[config.mk]
export PLATFORM = sky130hd
export DESIGN_NAME = sent_tx_scheduler
export DESIGN_NICKNAME = d
export VERILOG_FILES = /design/src/rtl/sent_tx_scheduler.sv
export SDC_FILE = /design/constraint.sdc
export NUM_CORES = 1
export LEC_CHECK = 0
export ABC_CLOCK_PERIOD_IN_PS = 2500
export CAP_MARGIN = 0
export CORE_MARGIN = 4
export CORE_UTILIZATION = 49
export CTS_BUF_LIST = sky130_fd_sc_hd__clkbuf_4 sky130_fd_sc_hd__clkbuf_8 sky130_fd_sc_hd__clkbuf_16
export DETAILED_ROUTE_END_ITERATION = 7
export GPL_TIMING_DRIVEN = 1
export PLACE_DENSITY_LB_ADDON = 0.15
export REMOVE_ABC_BUFFERS = 1
export SYNTH_ARGS = -nofsm -noshare
export SYNTH_HDL_FRONTEND = slang
export SYNTH_SLANG_ARGS = --single-unit
export TNS_END_PERCENT = 30
[constraint.sdc]
create_clock -name clk_tx -period 2.5 [get_ports clk_tx]
set_input_delay 0.375 -clock clk_tx [delete_from_list [all_inputs] [get_ports clk_tx]]
set_output_delay 0.375 -clock clk_tx [all_outputs]
set_load 0.03 [all_outputs]
[src/rtl/sent_tx_scheduler.sv]
// SENT transmit frame sequencer: pulls fast-channel words from the TX FIFO, builds the status
// nibble with the streamed serial message bits, and hands one frame at a time to the encoder.
module sent_tx_scheduler #(
    parameter int         DATAWIDTH  = 12,
    parameter logic [1:0] STATUS_APP = 2'b00,
    parameter int         SHORT_LEN  = 16,
    parameter int         ENH_LEN    = 18
) (
    input  logic                 clk_tx,
    input  logic                 reset_tx,
    input  logic                 enable,
    input  logic                 channel_format,
    input  logic                 fifo_empty,
    output logic                 fifo_rd_en,
    input  logic [DATAWIDTH-1:0] fifo_rdata,
    input  logic                 msg_valid,
    input  logic [17:0]          msg_bit2,
    input  logic [17:0]          msg_bit3,
    output logic                 msg_ready,
    output logic                 frame_valid,
    input  logic                 enc_ready,
    output logic [DATAWIDTH-1:0] frame_data,
    output logic [3:0]           frame_status,
    input  logic                 frame_done,
    output logic                 stale_data,
    output logic                 msg_done
);

    localparam int IDXW = 5;
    localparam logic [IDXW-1:0] SHORT_LAST = IDXW'(SHORT_LEN - 1);
    localparam logic [IDXW-1:0] ENH_LAST   = IDXW'(ENH_LEN - 1);

    typedef enum logic [2:0] {
        S_IDLE,
        S_FETCH,
        S_WAIT_RD,
        S_ISSUE,
        S_WAIT_DONE
    } state_t;

    state_t               r_state;
    state_t               w_state_next;

    logic [DATAWIDTH-1:0] r_data;
    logic                 r_stale;
    logic                 r_msg_active;
    logic [IDXW-1:0]      r_idx;
    logic [IDXW-1:0]      r_last_idx;
    logic [17:0]          r_bit2;
    logic [17:0]          r_bit3;
    logic                 r_msg_done;

    logic                 w_rd_en;
    logic                 w_msg_ready;
    logic                 w_frame_valid;
    logic                 w_msg_load;
    logic                 w_frame_end;
    logic [1:0]           w_serial;

    always_ff @(posedge clk_tx or posedge reset_tx) begin
        if (reset_tx) begin
            r_state <= S_IDLE;
        end else begin
            r_state <= w_state_next;
        end
    end

    always_comb begin
        w_state_next  = r_state;
        w_rd_en       = 1'b0;
        w_msg_ready   = 1'b0;
        w_frame_valid = 1'b0;
        w_frame_end   = 1'b0;
        case (r_state)
            S_IDLE: begin
                if (enable) begin
                    w_state_next = S_FETCH;
                end
            end
            S_FETCH: begin
                w_msg_ready = !r_msg_active;
                // An empty FIFO skips the read and re-sends the held word.
                if (fifo_empty) begin
                    w_state_next = S_ISSUE;
                end else begin
                    w_rd_en      = 1'b1;
                    w_state_next = S_WAIT_RD;
                end
            end
            S_WAIT_RD: begin
                w_state_next = S_ISSUE;
            end
            S_ISSUE: begin
                w_frame_valid = 1'b1;
                if (enc_ready) begin
                    w_state_next = S_WAIT_DONE;
                end
            end
            S_WAIT_DONE: begin
                if (frame_done) begin
                    w_frame_end  = 1'b1;
                    w_state_next = enable ? S_FETCH : S_IDLE;
                end
            end
            default: begin
                w_state_next = S_IDLE;
            end
        endcase
    end

    assign w_msg_load = w_msg_ready && msg_valid;

    always_ff @(posedge clk_tx or posedge reset_tx) begin
        if (reset_tx) begin
            r_data       <= '0;
            r_stale      <= 1'b0;
            r_msg_active <= 1'b0;
            r_idx        <= '0;
            r_last_idx   <= '0;
            r_bit2       <= '0;
            r_bit3       <= '0;
            r_msg_done   <= 1'b0;
        end else begin
            r_msg_done <= 1'b0;

            if (r_state == S_FETCH && fifo_empty) begin
                r_stale <= 1'b1;
            end
            if (r_state == S_WAIT_RD) begin
                r_data  <= fifo_rdata;
                r_stale <= 1'b0;
            end

            if (w_msg_load) begin
                r_msg_active <= 1'b1;
                r_bit2       <= msg_bit2;
                r_bit3       <= msg_bit3;
                r_last_idx   <= channel_format ? ENH_LAST : SHORT_LAST;
                r_idx        <= '0;
            end else if (w_frame_end) begin
                // Stopping mid-message abandons it silently; the next run starts a fresh one.
                if (!enable) begin
                    r_msg_active <= 1'b0;
                    r_idx        <= '0;
                end else if (r_msg_active) begin
                    if (r_idx == r_last_idx) begin
                        r_msg_done   <= 1'b1;
                        r_msg_active <= 1'b0;
                        r_idx        <= '0;
                    end else begin
                        r_idx <= r_idx + IDXW'(1);
                    end
                end
            end
        end
    end

    assign w_serial     = r_msg_active ? {r_bit3[r_idx], r_bit2[r_idx]} : 2'b00;

    assign fifo_rd_en   = w_rd_en;
    assign msg_ready    = w_msg_ready;
    assign frame_valid  = w_frame_valid;
    assign frame_data   = r_data;
    assign frame_status = {w_serial, STATUS_APP};
    assign stale_data   = r_stale;
    assign msg_done     = r_msg_done;

endmodule

==> metrics <==
status=complete, no violations; DRT antenna net count=0; R2R Setup Slk=slightly above 600 ps; max_cap viols=0; layout cells sized above 1=about an eighth; period utilization=95.1%; RSZ-0062 raised after global routing=false; largest net degree at the start of global routing=26; Hold Worst Slack=between 300 and 400 ps; leakage=0.00183 uW; Post-synth EDFFs=0; Final #Nets=approximately 430; hold_buf cts=0; mean routed wirelength per cell=about 14 um; Vias=2289; PwrDens=between 1000 and 1500 mW/mm^2; Max FO, Critical Path=5; total CTS buffers=9; HPWL Detailed=roughly 4500 um; Die Height=about 86 um; # H-tree levels=3; post-synthesis cell count=roughly 300; setup violators final=0; Synth warnings=0; Initial DRC Count=114; final core occ=66.9%; core area=slightly below 0.006 sq mm; io pins=slightly below 80; Worst setup EP type=primary output; total power=about 4300 uW; sequential area share after synthesis=52.0%; via/cell ratio=about 5; RR Startpoint=r_idx[1]; Critical Path RT=roughly 2100 ps; syn avg cell area=about 9.9 sq um; Critical Path AT=roughly 2000 ps; Root Driver=clkbuf_8; RePlAce Congestion=between 0.7 and 0.8; diodes inserted=0; r2r worst-path depth=5; Max Clk Rate=~420 MHz; minimum clock period after layout=between 2000 and 2500 ps; Worst Hold Class=input pin to async pin; CTS tree=built; Post-Syn Area=roughly 0.003 sq mm; DRT Pass-1 Iters=4; Reg2Reg Capture Point=r_idx[0]; Worst-path clk slew=approximately 70 ps; vias in the first global route=2296; max-slew violation count=0; Hold Fails Final Rpt=0; input/output buffers=74; Clk Latency, worst-skew pair=approximately 330 ps; CTS max path bufs=2; worst slew pin tran=539 ps; first-pass GRT wire length=between 10000 and 15000 um; post-synth cell types=between 40 and 50; Rows=28; Die X=between 80 and 90 um; Startpoint Class=flip-flop; initial core utilization=roughly half; initial antenna violation count=0; critical path class=flip-flop to primary output; final worst setup slack=124 ps; Clock Sinks=between 60 and 70; setup slack at placement=-54.4 ps; #FFs+latches synth=62; Worst Skew=roughly 6.8 ps; gr ovfl total=0; drt drc=0; Synth async-reset ratio=between 90% and 100%; final wirelength=6310 um; accumulated negative setup slack=0 ps; Max transition margin=around 64%; Post-synth top flop=dfrtp_1; VDD IR max=between 0.6 and 0.7 mV; Area Growth Syn to Fin=32.8%; Total GRT Usage=approximately 18%; Die Area=between 0.007 and 0.008 sq mm
## cell usage in the layout, fill, tap and decap left out, types with 3 or more instances in the layout
cell type and instances:
nand2_1 120, clkdlybuf4s50_1 71, dfrtp_1 61, mux2i_1 10, clkbuf_8 10, nand3_1 9
buf_4 9, mux2_1 8, nor2_1 6, mux2_2 6, inv_1 4, o21ai_0 4
mux4_2 4, nand2b_1 3, nor2b_1 3, nand4b_1 3
## cell type report
cell class / count / area, sq um
fill: 496 / 1960
sequential: 62 / 1550
multi-input combinational: 216 / 1260
timing repair buffer: 83 / 807
clock buffer: 10 / 138
tap: 75 / 93.8
clock inverter: 6 / 85.1
inverter: 5 / 18.8
## state kept, by name, indices dropped and copies added, names as in the netlist, 3 cells and up
| register | count |
|---|---|
| r_bit3 | 18 |
| r_bit2 | 18 |
| frame_data | 12 |
| r_idx | 5 |
| r_last_idx | 3 |
| r_state | 3 |
## routing by layer
metal	track usage [%]	vias up	share of wire, %
met3	3.75	8	4.7
met2	30.3	50	50
met5	0	-	0
li1	-	1153	-
met4	7.77	0	1.4
met1	23.7	1078	44
## Yosys cell counts, drive strengths merged, types with 3 or more instances
master	instances	area [sq um]
nand2	121	457
mux2i	10	100
buf	17	135
dfrtp	62	1550
mux4	4	97.6
o21ai	6	30.0
nand4b	3	26.3
inv	5	18.8
nand2b	3	18.8
nor2	6	22.5
a22oi	3	27.5
mux2	14	158
nand3	9	45.0
nor2b	3	18.8
## power breakdown
part           internal, uW  switching (uW)
Clock                   584             387
Sequential             1400             304
Combinational           805             851
## metrics by stage
step	instance area [sq um]	std cells
after floorplan	2840	283
after global placement	3740	441
after detailed placement	3740	441
after CTS	3970	457
after global routing	3960	457
final	3960	457
## cells by family (layout without fill, tap and decap cells)
logic type / count (synthesis) / in the layout / share of synthesized area [%]
flops: 62 / 62 / 52.0
other cells: 1 / 2 / 0.126
xor+xnor: 2 / 2 / 0.588
buf+inv: 24 / 104 / 5.41
fa+ha+maj: 1 / 1 / 0.420
mux: 28 / 28 / 11.9
compound gates: 25 / 25 / 6.17
simple gates: 158 / 158 / 23.3
## worst max-delay path by stage
| stage | start | depth (start not counted) | endpoint |
|---|---|---|---|
| 2_1_floorplan | r_idx[0] | 4 | frame_status[3] |
| 3_3_place_gp | r_idx[0] | 5 | frame_status[3] |
| 3_5_place_dp | r_idx[0] | 5 | frame_status[3] |
| 4_1_cts | r_idx[0] | 5 | frame_status[2] |
| 5_1_grt | r_idx[0] | 5 | frame_status[2] |
| 6_report | r_idx[0] | 5 | frame_status[3] |
## critical path, cell delays in order (launching register included)
cell and delay [ps]:
dfrtp_2 450, mux4_2 510, mux2_2 290, nand4b_1 90, o221ai_1 130, buf_4 200
## timing repair
action                                  4_1_cts  5_1_grt
endpoints found under the setup margin        2        3
buffers inserted                              0        0
resized for setup                            11        7
No activity file was read; power rests on OpenSTA's default activity.
